File: src/rtl/clct_gem_slope_corr_lut_pkg.sv
// Shared constants and helpers for the GEM-CSC slope corrector: key bounds,
// LUT address packing {region, parity, layer, bend} and slot indexing.
package clct_gem_slope_corr_lut_pkg;

  localparam int unsigned DefNClct    = 2;
  localparam int unsigned DefNLayer   = 2;
  localparam int unsigned DefMxLayB   = 1;
  localparam int unsigned DefMxBendB  = 4;
  localparam int unsigned DefMxKeyB   = 10;
  localparam int unsigned DefMxOffB   = 8;

  localparam int unsigned MinKeyHsMe1b = 0;
  localparam int unsigned MaxKeyHsMe1b = 511;
  localparam int unsigned MinKeyHsMe1a = 512;
  localparam int unsigned MaxKeyHsMe1a = 895;

  function automatic int unsigned slotIdx(input int unsigned c, input int unsigned l,
                                          input int unsigned nLayer);
    return c * nLayer + l;
  endfunction

  function automatic int unsigned packLutAdr(input bit me1a, input bit even,
                                             input int unsigned layer, input int unsigned bend,
                                             input int unsigned mxLayB,
                                             input int unsigned mxBendB);
    int unsigned adr;
    adr = (32'(me1a) << (mxLayB + mxBendB + 1)) | (32'(even) << (mxLayB + mxBendB)) |
          (layer << mxBendB) | bend;
    return adr;
  endfunction

endpackage

File: src/rtl/clct_gem_slope_corr_lut_if.sv
// CLCT input bundle and corrected-key result bundle of the slope corrector.
interface clct_gem_slope_corr_lut_if #(
  parameter int unsigned NCLCT   = 2,
  parameter int unsigned NLAYER  = 2,
  parameter int unsigned MXBENDB = 4,
  parameter int unsigned MXKEYB  = 10,
  parameter int unsigned MXOFFB  = 8
);
  logic                             valid_in;
  logic [NCLCT*MXKEYB-1:0]          clct_xky;
  logic [NCLCT*MXBENDB-1:0]         clct_bend;
  logic [NCLCT-1:0]                 clct_lr;
  logic [NCLCT-1:0]                 is_me1a;
  logic                             even;
  logic                             clamp_en;

  logic                             valid_out;
  logic [NCLCT*NLAYER*MXKEYB-1:0]   xky_corr;
  logic [NCLCT*NLAYER-1:0]          outedge_lo;
  logic [NCLCT*NLAYER-1:0]          outedge_hi;
  logic [NCLCT*NLAYER*MXOFFB-1:0]   edgeoffset;

  modport master (
    output valid_in, clct_xky, clct_bend, clct_lr, is_me1a, even, clamp_en,
    input  valid_out, xky_corr, outedge_lo, outedge_hi, edgeoffset
  );

  modport slave (
    input  valid_in, clct_xky, clct_bend, clct_lr, is_me1a, even, clamp_en,
    output valid_out, xky_corr, outedge_lo, outedge_hi, edgeoffset
  );
endinterface

File: src/rtl/clct_gem_slope_corr_slot.sv
// Stage-2 arithmetic for one (CLCT, layer) pair: apply offset, clamp to the
// region bounds and report how far beyond the bound the raw result fell.
module clct_gem_slope_corr_slot #(
  parameter int unsigned MXKEYB       = 10,
  parameter int unsigned MXOFFB       = 8,
  parameter int unsigned MINKEYHSME1B = 0,
  parameter int unsigned MAXKEYHSME1B = 511,
  parameter int unsigned MINKEYHSME1A = 512,
  parameter int unsigned MAXKEYHSME1A = 895
) (
  input  logic [MXKEYB-1:0] xky,
  input  logic [MXOFFB-1:0] off,
  input  logic              lr,
  input  logic              me1a,
  input  logic              clampEn,
  output logic [MXKEYB-1:0] key,
  output logic              edgeLo,
  output logic              edgeHi,
  output logic [MXOFFB-1:0] edgeOff
);
  localparam int unsigned W = MXKEYB + 2;
  localparam logic [W-1:0] KeyMax = W'((1 << MXKEYB) - 1);
  localparam logic [W-1:0] OffSat = W'((1 << MXOFFB) - 1);

  logic [W-1:0] lo, hi, x, o, loOff, sum, diff;

  always_comb begin
    lo      = clampEn ? (me1a ? W'(MINKEYHSME1A) : W'(MINKEYHSME1B)) : '0;
    hi      = clampEn ? (me1a ? W'(MAXKEYHSME1A) : W'(MAXKEYHSME1B)) : KeyMax;
    x       = W'(xky);
    o       = W'(off);
    loOff   = lo + o;
    sum     = x + o;
    diff    = '0;
    edgeLo  = 1'b0;
    edgeHi  = 1'b0;
    key     = '0;
    if (lr) begin
      if (x < loOff) begin
        key    = MXKEYB'(lo);
        edgeLo = 1'b1;
        diff   = loOff - x;
      end else begin
        key = MXKEYB'(x - o);
      end
    end else begin
      if (sum > hi) begin
        key    = MXKEYB'(hi);
        edgeHi = 1'b1;
        diff   = sum - hi;
      end else begin
        key = MXKEYB'(sum);
      end
    end
    edgeOff = (diff > OffSat) ? MXOFFB'(OffSat) : MXOFFB'(diff);
  end

endmodule

File: src/rtl/clct_gem_slope_corr_lut.sv
// Two-stage GEM-CSC slope corrector with a run-time writable, bend-indexed
// offset LUT; extrapolates every CLCT key to every GEM layer.
module clct_gem_slope_corr_lut
  import clct_gem_slope_corr_lut_pkg::*;
#(
  parameter int unsigned NCLCT        = DefNClct,
  parameter int unsigned NLAYER       = DefNLayer,
  parameter int unsigned MXLAYB       = DefMxLayB,
  parameter int unsigned MXBENDB      = DefMxBendB,
  parameter int unsigned MXKEYB       = DefMxKeyB,
  parameter int unsigned MXOFFB       = DefMxOffB,
  parameter int unsigned MINKEYHSME1B = MinKeyHsMe1b,
  parameter int unsigned MAXKEYHSME1B = MaxKeyHsMe1b,
  parameter int unsigned MINKEYHSME1A = MinKeyHsMe1a,
  parameter int unsigned MAXKEYHSME1A = MaxKeyHsMe1a
) (
  input  logic                          clock,
  input  logic                          global_reset,
  clct_gem_slope_corr_lut_if.slave      bus,
  input  logic                          lut_wr,
  input  logic [2+MXLAYB+MXBENDB-1:0]   lut_adr,
  input  logic [MXOFFB-1:0]             lut_wdata,
  output logic [MXOFFB-1:0]             lut_rdata
);
  localparam int unsigned NSlot    = NCLCT * NLAYER;
  localparam int unsigned AdrB     = 2 + MXLAYB + MXBENDB;
  localparam int unsigned LutDepth = 1 << AdrB;

  logic [MXOFFB-1:0] lutMem [LutDepth];

  logic [AdrB-1:0]   offAdr [NSlot];
  logic [MXOFFB-1:0] offRd  [NSlot];

  logic              s1Valid;
  logic              s1ClampEn;
  logic [NCLCT-1:0]  s1Lr;
  logic [NCLCT-1:0]  s1Me1a;
  logic [MXKEYB-1:0] s1Xky  [NCLCT];
  logic [MXOFFB-1:0] s1Off  [NSlot];

  logic [MXKEYB-1:0] keyNxt  [NSlot];
  logic [MXOFFB-1:0] edgeNxt [NSlot];
  logic [NSlot-1:0]  loNxt;
  logic [NSlot-1:0]  hiNxt;

  for (genvar c = 0; c < NCLCT; c++) begin : gClct
    for (genvar l = 0; l < NLAYER; l++) begin : gLayer
      localparam int unsigned S = slotIdx(c, l, NLAYER);

      assign offAdr[S] = AdrB'(packLutAdr(bus.is_me1a[c], bus.even, l,
                                          32'(bus.clct_bend[c*MXBENDB +: MXBENDB]),
                                          MXLAYB, MXBENDB));
      assign offRd[S]  = lutMem[offAdr[S]];

      clct_gem_slope_corr_slot #(
        .MXKEYB       (MXKEYB),
        .MXOFFB       (MXOFFB),
        .MINKEYHSME1B (MINKEYHSME1B),
        .MAXKEYHSME1B (MAXKEYHSME1B),
        .MINKEYHSME1A (MINKEYHSME1A),
        .MAXKEYHSME1A (MAXKEYHSME1A)
      ) uSlot (
        .xky     (s1Xky[c]),
        .off     (s1Off[S]),
        .lr      (s1Lr[c]),
        .me1a    (s1Me1a[c]),
        .clampEn (s1ClampEn),
        .key     (keyNxt[S]),
        .edgeLo  (loNxt[S]),
        .edgeHi  (hiNxt[S]),
        .edgeOff (edgeNxt[S])
      );
    end
  end

  // Readback and stage-1 offset capture both see the LUT before this edge's write.
  always_ff @(posedge clock) begin
    if (global_reset) begin
      for (int i = 0; i < LutDepth; i++) lutMem[i] <= '0;
      lut_rdata <= '0;
    end else begin
      if (lut_wr) lutMem[lut_adr] <= lut_wdata;
      lut_rdata <= lutMem[lut_adr];
    end
  end

  always_ff @(posedge clock) begin
    if (global_reset) begin
      s1Valid   <= 1'b0;
      s1ClampEn <= 1'b0;
      s1Lr      <= '0;
      s1Me1a    <= '0;
      for (int c = 0; c < NCLCT; c++) s1Xky[c] <= '0;
      for (int s = 0; s < NSlot; s++) s1Off[s] <= '0;
    end else begin
      s1Valid   <= bus.valid_in;
      s1ClampEn <= bus.clamp_en;
      s1Lr      <= bus.clct_lr;
      s1Me1a    <= bus.is_me1a;
      for (int c = 0; c < NCLCT; c++) s1Xky[c] <= bus.clct_xky[c*MXKEYB +: MXKEYB];
      for (int s = 0; s < NSlot; s++) s1Off[s] <= offRd[s];
    end
  end

  always_ff @(posedge clock) begin
    if (global_reset) begin
      bus.valid_out  <= 1'b0;
      bus.xky_corr   <= '0;
      bus.outedge_lo <= '0;
      bus.outedge_hi <= '0;
      bus.edgeoffset <= '0;
    end else begin
      bus.valid_out  <= s1Valid;
      bus.outedge_lo <= loNxt;
      bus.outedge_hi <= hiNxt;
      for (int s = 0; s < NSlot; s++) begin
        bus.xky_corr[s*MXKEYB +: MXKEYB]   <= keyNxt[s];
        bus.edgeoffset[s*MXOFFB +: MXOFFB] <= edgeNxt[s];
      end
    end
  end

endmodule

File: src/flat_wrapper.sv
// flat-port wrapper written by rule: the top's interface ports become plain ports
module clct_gem_slope_corr_lut_flat import clct_gem_slope_corr_lut_pkg::*;
#(
  parameter int unsigned NCLCT        = DefNClct,
  parameter int unsigned NLAYER       = DefNLayer,
  parameter int unsigned MXLAYB       = DefMxLayB,
  parameter int unsigned MXBENDB      = DefMxBendB,
  parameter int unsigned MXKEYB       = DefMxKeyB,
  parameter int unsigned MXOFFB       = DefMxOffB,
  parameter int unsigned MINKEYHSME1B = MinKeyHsMe1b,
  parameter int unsigned MAXKEYHSME1B = MaxKeyHsMe1b,
  parameter int unsigned MINKEYHSME1A = MinKeyHsMe1a,
  parameter int unsigned MAXKEYHSME1A = MaxKeyHsMe1a
)
  (clock, global_reset, lut_wr, lut_adr, lut_wdata, lut_rdata, bus_valid_in, bus_clct_xky, bus_clct_bend, bus_clct_lr, bus_is_me1a, bus_even, bus_clamp_en, bus_valid_out, bus_xky_corr, bus_outedge_lo, bus_outedge_hi, bus_edgeoffset);
  clct_gem_slope_corr_lut_if #(.NCLCT(NCLCT), .NLAYER(NLAYER), .MXBENDB(MXBENDB), .MXKEYB(MXKEYB), .MXOFFB(MXOFFB)) bus_i ();
  input  logic clock;
  input  logic global_reset;
  input  logic lut_wr;
  input  logic [2+MXLAYB+MXBENDB-1:0] lut_adr;
  input  logic [MXOFFB-1:0] lut_wdata;
  output logic [MXOFFB-1:0] lut_rdata;
  input wire logic [$bits(bus_i.valid_in)-1:0] bus_valid_in;
  input wire logic [$bits(bus_i.clct_xky)-1:0] bus_clct_xky;
  input wire logic [$bits(bus_i.clct_bend)-1:0] bus_clct_bend;
  input wire logic [$bits(bus_i.clct_lr)-1:0] bus_clct_lr;
  input wire logic [$bits(bus_i.is_me1a)-1:0] bus_is_me1a;
  input wire logic [$bits(bus_i.even)-1:0] bus_even;
  input wire logic [$bits(bus_i.clamp_en)-1:0] bus_clamp_en;
  output wire logic [$bits(bus_i.valid_out)-1:0] bus_valid_out;
  output wire logic [$bits(bus_i.xky_corr)-1:0] bus_xky_corr;
  output wire logic [$bits(bus_i.outedge_lo)-1:0] bus_outedge_lo;
  output wire logic [$bits(bus_i.outedge_hi)-1:0] bus_outedge_hi;
  output wire logic [$bits(bus_i.edgeoffset)-1:0] bus_edgeoffset;
  assign bus_i.valid_in = bus_valid_in;
  assign bus_i.clct_xky = bus_clct_xky;
  assign bus_i.clct_bend = bus_clct_bend;
  assign bus_i.clct_lr = bus_clct_lr;
  assign bus_i.is_me1a = bus_is_me1a;
  assign bus_i.even = bus_even;
  assign bus_i.clamp_en = bus_clamp_en;
  assign bus_valid_out = bus_i.valid_out;
  assign bus_xky_corr = bus_i.xky_corr;
  assign bus_outedge_lo = bus_i.outedge_lo;
  assign bus_outedge_hi = bus_i.outedge_hi;
  assign bus_edgeoffset = bus_i.edgeoffset;
  clct_gem_slope_corr_lut #(.NCLCT(NCLCT), .NLAYER(NLAYER), .MXLAYB(MXLAYB), .MXBENDB(MXBENDB), .MXKEYB(MXKEYB), .MXOFFB(MXOFFB), .MINKEYHSME1B(MINKEYHSME1B), .MAXKEYHSME1B(MAXKEYHSME1B), .MINKEYHSME1A(MINKEYHSME1A), .MAXKEYHSME1A(MAXKEYHSME1A)) u_core (.clock(clock), .global_reset(global_reset), .bus(bus_i), .lut_wr(lut_wr), .lut_adr(lut_adr), .lut_wdata(lut_wdata), .lut_rdata(lut_rdata));
endmodule
File: config.mk
export PLATFORM = sky130hd
export DESIGN_NAME = clct_gem_slope_corr_lut_flat
export DESIGN_NICKNAME = d
export VERILOG_FILES = /design/src/rtl/clct_gem_slope_corr_lut_pkg.sv /design/src/rtl/clct_gem_slope_corr_lut_if.sv /design/src/rtl/clct_gem_slope_corr_slot.sv /design/src/rtl/clct_gem_slope_corr_lut.sv /design/src/flat_wrapper.sv
export SDC_FILE = /design/constraint.sdc
export NUM_CORES = 2
export LEC_CHECK = 0
export CORE_UTILIZATION = 35
export DETAILED_ROUTE_END_ITERATION = 7
export PLACE_DENSITY_LB_ADDON = 0.05
export SETUP_SLACK_MARGIN = 0.4
export SLEW_MARGIN = 10
export SYNTH_ARGS = -nofsm -noshare
export SYNTH_HDL_FRONTEND = slang
export SYNTH_HIERARCHICAL = 1
export SYNTH_SLANG_ARGS = --single-unit
File: constraint.sdc
create_clock -name clock -period 10.6 [get_ports clock]
set_input_delay 2.12 -clock clock [delete_from_list [all_inputs] [get_ports clock]]
set_output_delay 2.12 -clock clock [all_outputs]
set_load 0.1 [all_outputs]
==> results by group <==
Status
  – Status: finished, violations left
  – Failing checks: DRC

Detailed routing
  – Drt first pass iters: 8
  – Via count: 55,200
  – Per-cell routed wire length: 37.7 um
  – Iter 0 DRT Violations: approximately 7,500
  – Via density: 6.36
  – DRC: 96
  – Final ANT Viol Nets: 0
  – Final WL: between 300,000 and 400,000 um

Critical path
  – CP top delay family: buffers and inverters
  – Maximum fanout along the worst path: 74
  – Critical path depth: 10
  – Worst setup EP type: flop
  – Kind of critical path: primary input to flop
  – Most frequent CP cell: buf_4
  – Worst Reg-to-Reg Cells: 17
  – CP startpoint kind: primary input
  – Slowest CP cell: nor4_1
  – R2R setup slack: between 5 and 6 ns
  – Crit path DAT: roughly 6.5 ns
  – Critical Path End: u_core/lut_rdata[5]$_SDFF_PP0_
  – Worst setup path start: lut_adr[0]
  – Reg2reg start: u_core/s1Xky[0][1]$_SDFF_PP0_
  – WP buf/inv: 4
  – R2r endpoint: u_core/bus.edgeoffset[14]$_SDFF_PP0_
  – Worst-path cell chain: buf_6 > buf_12 > nor2b_4 > buf_4 > buf_4 > a221oi_1 > nor2_1 > o311ai_0 > nor4_1 > a211o_1
  – Worst Path Required: between 10 and 15 ns
  – Slowest stage delay, CP: roughly 0.96 ns

Synthesis
  – Synthesized Nets: 6,012
  – Cells after Synth: roughly 6,000
  – Most used flip-flop cell after synthesis: edfxtp_1
  – Netlist Area Pre-Place: 74,700 sq um
  – Synth area leaders: edfxtp_1 41%, mux4_2 21%, and2_1 8.7%
  – Seq/Total Area, Yosys: between 40% and 50%
  – Post-synthesis cell type count: just over 80
  – Count of synthesis-stage warnings from yosys: 6
  – Async set or reset register ratio after synthesis: 0%
  – Seq cells post-synth: 1,171
  – Post-synth EDFFs: roughly 1,000
  – Syn Area/Cell: 12.8 sq um
  – Leading area contributor after synthesis: edfxtp_1
  – Synth top area share: between 40% and 50%

Power
  – Overall power: 13.5 mW
  – Cell area power density: about 160 nW/um^2
  – Leak Pwr: 28.4 nW
  – Peak supply drop: between 150 and 200 uV

Finish
  – NumNets Final: 5,906
  – Ratio of cells with drive above 1 in the final layout: between 20 and 25%
  – Area Growth Syn to Fin: 11.7%
  – Fill cells: approximately 20,000
  – Util after Layout: about two fifths

Timing
  – Rel. slew slack: between 10% and 20%
  – RSZ-0062 raised after global routing: false
  – F_max: around 170 MHz
  – Least-Margin Pin Slew: between 1 and 1.5 ns
  – Minimum clock period: about 5.8 ns
  – Clock Skew: just under 0.04 ns
  – Final-report max-slew violation count: 0
  – Final count of negative-setup-slack endpoints: 0
  – Final Hold Viols: 0
  – Final worst-path cycle share: roughly 55%
  – Fin Setup TNS: 0 ns

Clocking
  – Setup bufs post-CTS: 0
  – Longest Clk Path Bufs: 3
  – Post-CTS Hold Buffers: 0
  – Clock transition at path regs: ~0.06 ns
  – CTS tree: done
  – Worst-Skew Late Latency: ~0.84 ns
  – Root Buffer: clkbuf_16
  – CTS Buf Count: roughly 150
  – Post-CTS sizing: 0
  – Clk sinks: 1,171
  – H-Tree Level Count: 4

Die
  – Starting density of the core: a little over a third
  – Row cnt: between 150 and 200
  – Die area: about 220,000 sq um
  – Die width: between 400 and 500 um
  – Top-level I/O count: ~140
  – Die Height: about 460 um
  – Core area: ~210,000 sq um

Global route
  – Largest net degree at the start of global routing: 123
  – Antenna violations before repair: 33
  – GRT Total Usage: between 20% and 30%
  – Vias in the first global route: 52,900
  – Global-route wire length before repair: about 450,000 um
  – GRT Residual Overflow: 0

Worst hold path
  – Worst hold path class: flop to flop

Placement
  – Port Buf Inserts: around 140
  – Routability cong.: around 0.91
  – DP Wirelength: 224,000 um

Flow run
  – Max_cap viols: 0
registers in the layout (all words and copies together) (netlist names):
name / flops
u_core/s1Valid: 1
u_core/s1Lr: 2
u_core/s1Off: 32
u_core/lutMem: 1024
u_core/s1Me1a: 2
u_core/bus.outedge_hi: 4
u_core/s1ClampEn: 1
u_core/bus.valid_out: 1
u_core/bus.outedge_lo: 4
u_core/bus.xky_corr: 40
u_core/s1Xky: 20
u_core/lut_rdata: 8
u_core/bus.edgeoffset: 32
layout make-up:
type	instances	area (sq um)	area share (%)
multi-input combinational	3985	38400	46.0
antenna	5	12.5	0.0150
sequential	1171	33700	40.4
tap	2821	3530	4.23
clock buffer	177	3820	4.58
inverter	153	579	0.694
clock inverter	88	885	1.06
timing repair buffer	273	2530	3.04
cell usage after synthesis, drive strengths merged, types with 112 or more instances:
cell type     n
or2         138
a21oi       121
nor2        332
dfxtp       147
a221oi      359
buf         166
and2       1037
inv         148
edfxtp     1024
nor2b       175
mux4        699
ha          112
clkbuf      360
per-layer routing:
layer  global-route usage [%]  part of all wire (%)  wire length [um]  up-vias
met5                        0                 0.034               112        -
met4                     11.2                   4.3             14100       18
met3                     6.75                   9.3             30500      624
met2                     46.9                    46            150000     3183
met1                     40.1                    40            132000    28800
li1                         -                     -                 -    22500
report_power, final:
part           internal (mW)  total [mW]  switching [mW]
combinational           1.04        2.87            1.83
clock                   2.92        5.06            2.14
sequential              5.29        5.59           0.307
total                   9.24        13.5            4.27
per-stage QoR:
stage / worst slack, ns / cell area, sq um / instances / hold WS, ns
2_1_floorplan: 6.10 / 74700 / 5835 / 0.414
3_3_place_gp: 4.17 / 78700 / 8403 / 0.426
3_5_place_dp: 4.16 / 78700 / 8403 / 0.437
4_1_cts: 5.02 / 83400 / 8668 / 0.453
5_1_grt: 5.04 / 83400 / 8669 / 0.470
6_report: 4.82 / 83400 / 8673 / 0.446
cells by family (layout without fill, tap and decap cells):
logic type               after synthesis  count (layout)  share of synthesized area (%)
AO/OA/AOI/OAI                        987             987                           10.4
XOR/XNOR                              68              68                          0.797
adder cells (fa/ha/maj)              124             124                           2.20
buffers and inverters                679             691                           3.66
flip-flops                          1171            1171                           45.1
multiplexers                         801             801                           22.5
other                                  0               5                              0
AND/OR/NAND/NOR                     2005            2005                           15.3
worst min path at each step:
stage | endpoint | depth (start not counted) | slack, ns | startpoint
final | u_core/bus.valid_out$_SDFF_PP0_ | 1 | 0.45 | u_core/s1Valid$_SDFF_PP0_
after global routing | u_core/bus.valid_out$_SDFF_PP0_ | 1 | 0.47 | u_core/s1Valid$_SDFF_PP0_
after CTS | u_core/bus.valid_out$_SDFF_PP0_ | 1 | 0.45 | u_core/s1Valid$_SDFF_PP0_
after detailed placement | u_core/bus.valid_out$_SDFF_PP0_ | 1 | 0.44 | u_core/s1Valid$_SDFF_PP0_
after global placement | u_core/bus.valid_out$_SDFF_PP0_ | 1 | 0.43 | u_core/s1Valid$_SDFF_PP0_
after floorplan | u_core/bus.valid_out$_SDFF_PP0_ | 1 | 0.41 | u_core/s1Valid$_SDFF_PP0_
cell usage in the layout (no fill, tap or decap), types with 42 or more instances in the layout:
cell type           n
a21oi_1           121
a221oi_1          359
a22oi_1            42
and2_1           1033
buf_4             133
clkbuf_16         148
clkdlybuf4s50_1   119
dfxtp_1           147
edfxtp_1         1024
ha_1              112
inv_1             142
mux2_2             49
mux2i_1            53
mux4_2            699
nand2_1            96
nor2_1            329
nor2b_1           169
nor3_1             66
o21ai_0            76
or2_2             134
xnor2_1            52
(Power assumes the default switching activity.)
==> patch (same flow settings) <==
`DefMxOffB`: 8 -> 9.
--- a/src/rtl/clct_gem_slope_corr_lut_pkg.sv
+++ b/src/rtl/clct_gem_slope_corr_lut_pkg.sv
@@ -9,3 +9,3 @@
   localparam int unsigned DefMxKeyB   = 10;
-  localparam int unsigned DefMxOffB   = 8;
+  localparam int unsigned DefMxOffB   = 9;
 
Interface: changed (resized bus_edgeoffset, lut_rdata and lut_wdata); port bits go from 142 to 148. No check against the original RTL was run, so the function may have changed too.
==> patch against the original RTL <==
Worst setup slack got worse by 0.93 ns. Cell area rose by 12%. Synthesized area rose by 12%. Sequential cell count rose by 137. First-iteration DRC count grew 17%. Critical endpoint unchanged. Critical path depth shrank 1. Non-clock buffer count grew 99. Clock skew is 0.0045 ns lower. Routed wire length increased by 15%. Total power increased by 12%. Largest cell class unchanged.
==> patch: results <==
group,metric,value,unit
placement,dp_worst_setup_slack,3.164,ns
routing,totalWireLength,375500,µm
layout,drive_gt1_share,21.84,%
timing,skew,0.03482,ns
routing,dr_wl_met2,161700,µm
placement,place_congestion,0.9238,
grt,grt_pass1_wl,515100,µm
layout,fillers,22320,
placement,io_buffers,147,
routing,vias,62730,
yosys,synth-seq-area-share,45.10,%
routing,dr.first_iter.drc_count,8849,
yosys,synth_nets,6732,
layout,nNetsFinal,6641,
routing,viasPerCell,6.424,
yosys,synthDistinctLibCells,107,
routing,wl_met1,154700,µm
worst_setup_path,r2r_end,"u_core/bus.xky_corr[4]",
yosys,yosys-top-cells-count,"1163 x and2_1, 1152 x edfxtp_1, 738 x mux4_2, 372 x a221oi_1, 347 x clkbuf_1",
placement,dp_hpwl,255800,µm
grt,first_global_vias,59730,
run_status,outcome,"finished clean",
grt,grt_max_degree,111,
worst_setup_path,reg2regPathDepth,16,
yosys,synth.top_cells.by_area,"edfxtp_1 41%, mux4_2 20%, and2_1 8.7%, a221oi_1 3.9%, dfxtp_1 3.7%",
worst_setup_path,crit_fanout,51,
timing,tightestPinTransition,1.317,ns
worst_setup_path,cp.arrival,7.45,ns
worst_setup_path,reg2reg_slack,4.72,ns
placement,dpl-instance-area,0.08820,mm²
timing,setup_slack,3.893,ns
## patch: final cells by class
cell class | instances | area, µm² | share of cell area [%]
multi-input cells | 4442 | 42560 | 45.49
flip-flops and latches | 1308 | 37720 | 40.31
clock buffers | 215 | 4449 | 4.755
well taps | 3167 | 3963 | 4.235
repair buffers | 372 | 3333 | 3.562
clock inverters | 91 | 900.9 | 0.9628
inverters | 164 | 626.9 | 0.6700
diodes | 6 | 15.01 | 0.01605
## patch: how the worst min path moves through the flow
stage / start / endpoint / slack [ns] / cells after the start
after global placement: u_core/s1Valid / u_core/bus.valid_out / 0.43 / 1
final: u_core/s1Valid / u_core/bus.valid_out / 0.45 / 1
after detailed placement: u_core/s1Valid / u_core/bus.valid_out / 0.44 / 1
after global routing: u_core/s1Valid / u_core/bus.valid_out / 0.47 / 1
after floorplan: u_core/s1Valid / u_core/bus.valid_out / 0.41 / 1
after CTS: u_core/s1Valid / u_core/bus.valid_out / 0.46 / 1
## patch: cell families (layout without fill, tap and decap cells)
group	after synthesis	after routing	share of synthesized area [%]
XOR/XNOR	65	65	0.6807
AO/OA/AOI/OAI	1234	1234	11.14
adder cells (fa/ha/maj)	136	136	2.142
AND/OR/NAND/NOR	2056	2056	14.25
buffers and inverters	792	842	4.131
flip-flops	1308	1308	45.10
multiplexers	951	951	22.56
other	0	6	0
## patch: power by group
| group | internal (mW) | total (mW) | switching (mW) |
|---|---|---|---|
| sequential | 5.91 | 6.26 | 0.349 |
| combinational | 1.16 | 3.24 | 2.08 |
| clock | 3.31 | 5.70 | 2.39 |
## patch: metrics by stage
| stage | hold WS, ns | total power [mW] |
|---|---|---|
| floorplan | 0.4138 | 8.270 |
| global placement | 0.4271 | 9.534 |
| detailed placement | 0.4385 | 9.523 |
| CTS | 0.4570 | 15.25 |
| global route | 0.4670 | 15.63 |
| finish | 0.4456 | 15.20 |
## patch: per-layer routing
layer	track usage, %	vias to the layer above
met5	0	-
met4	13.82	6
met3	7.815	692
met2	44.98	4062
met1	42.10	32400
li1	-	25560
## patch: worst max-delay path, stage by stage
cell and delay (ns):
buf_8 0.37, buf_4 0.66, and2_4 0.78, buf_4 0.67, a221o_1 0.28, a221oi_1 0.09
nor3_1 1.03, nand4b_1 0.84, a211oi_1 0.41
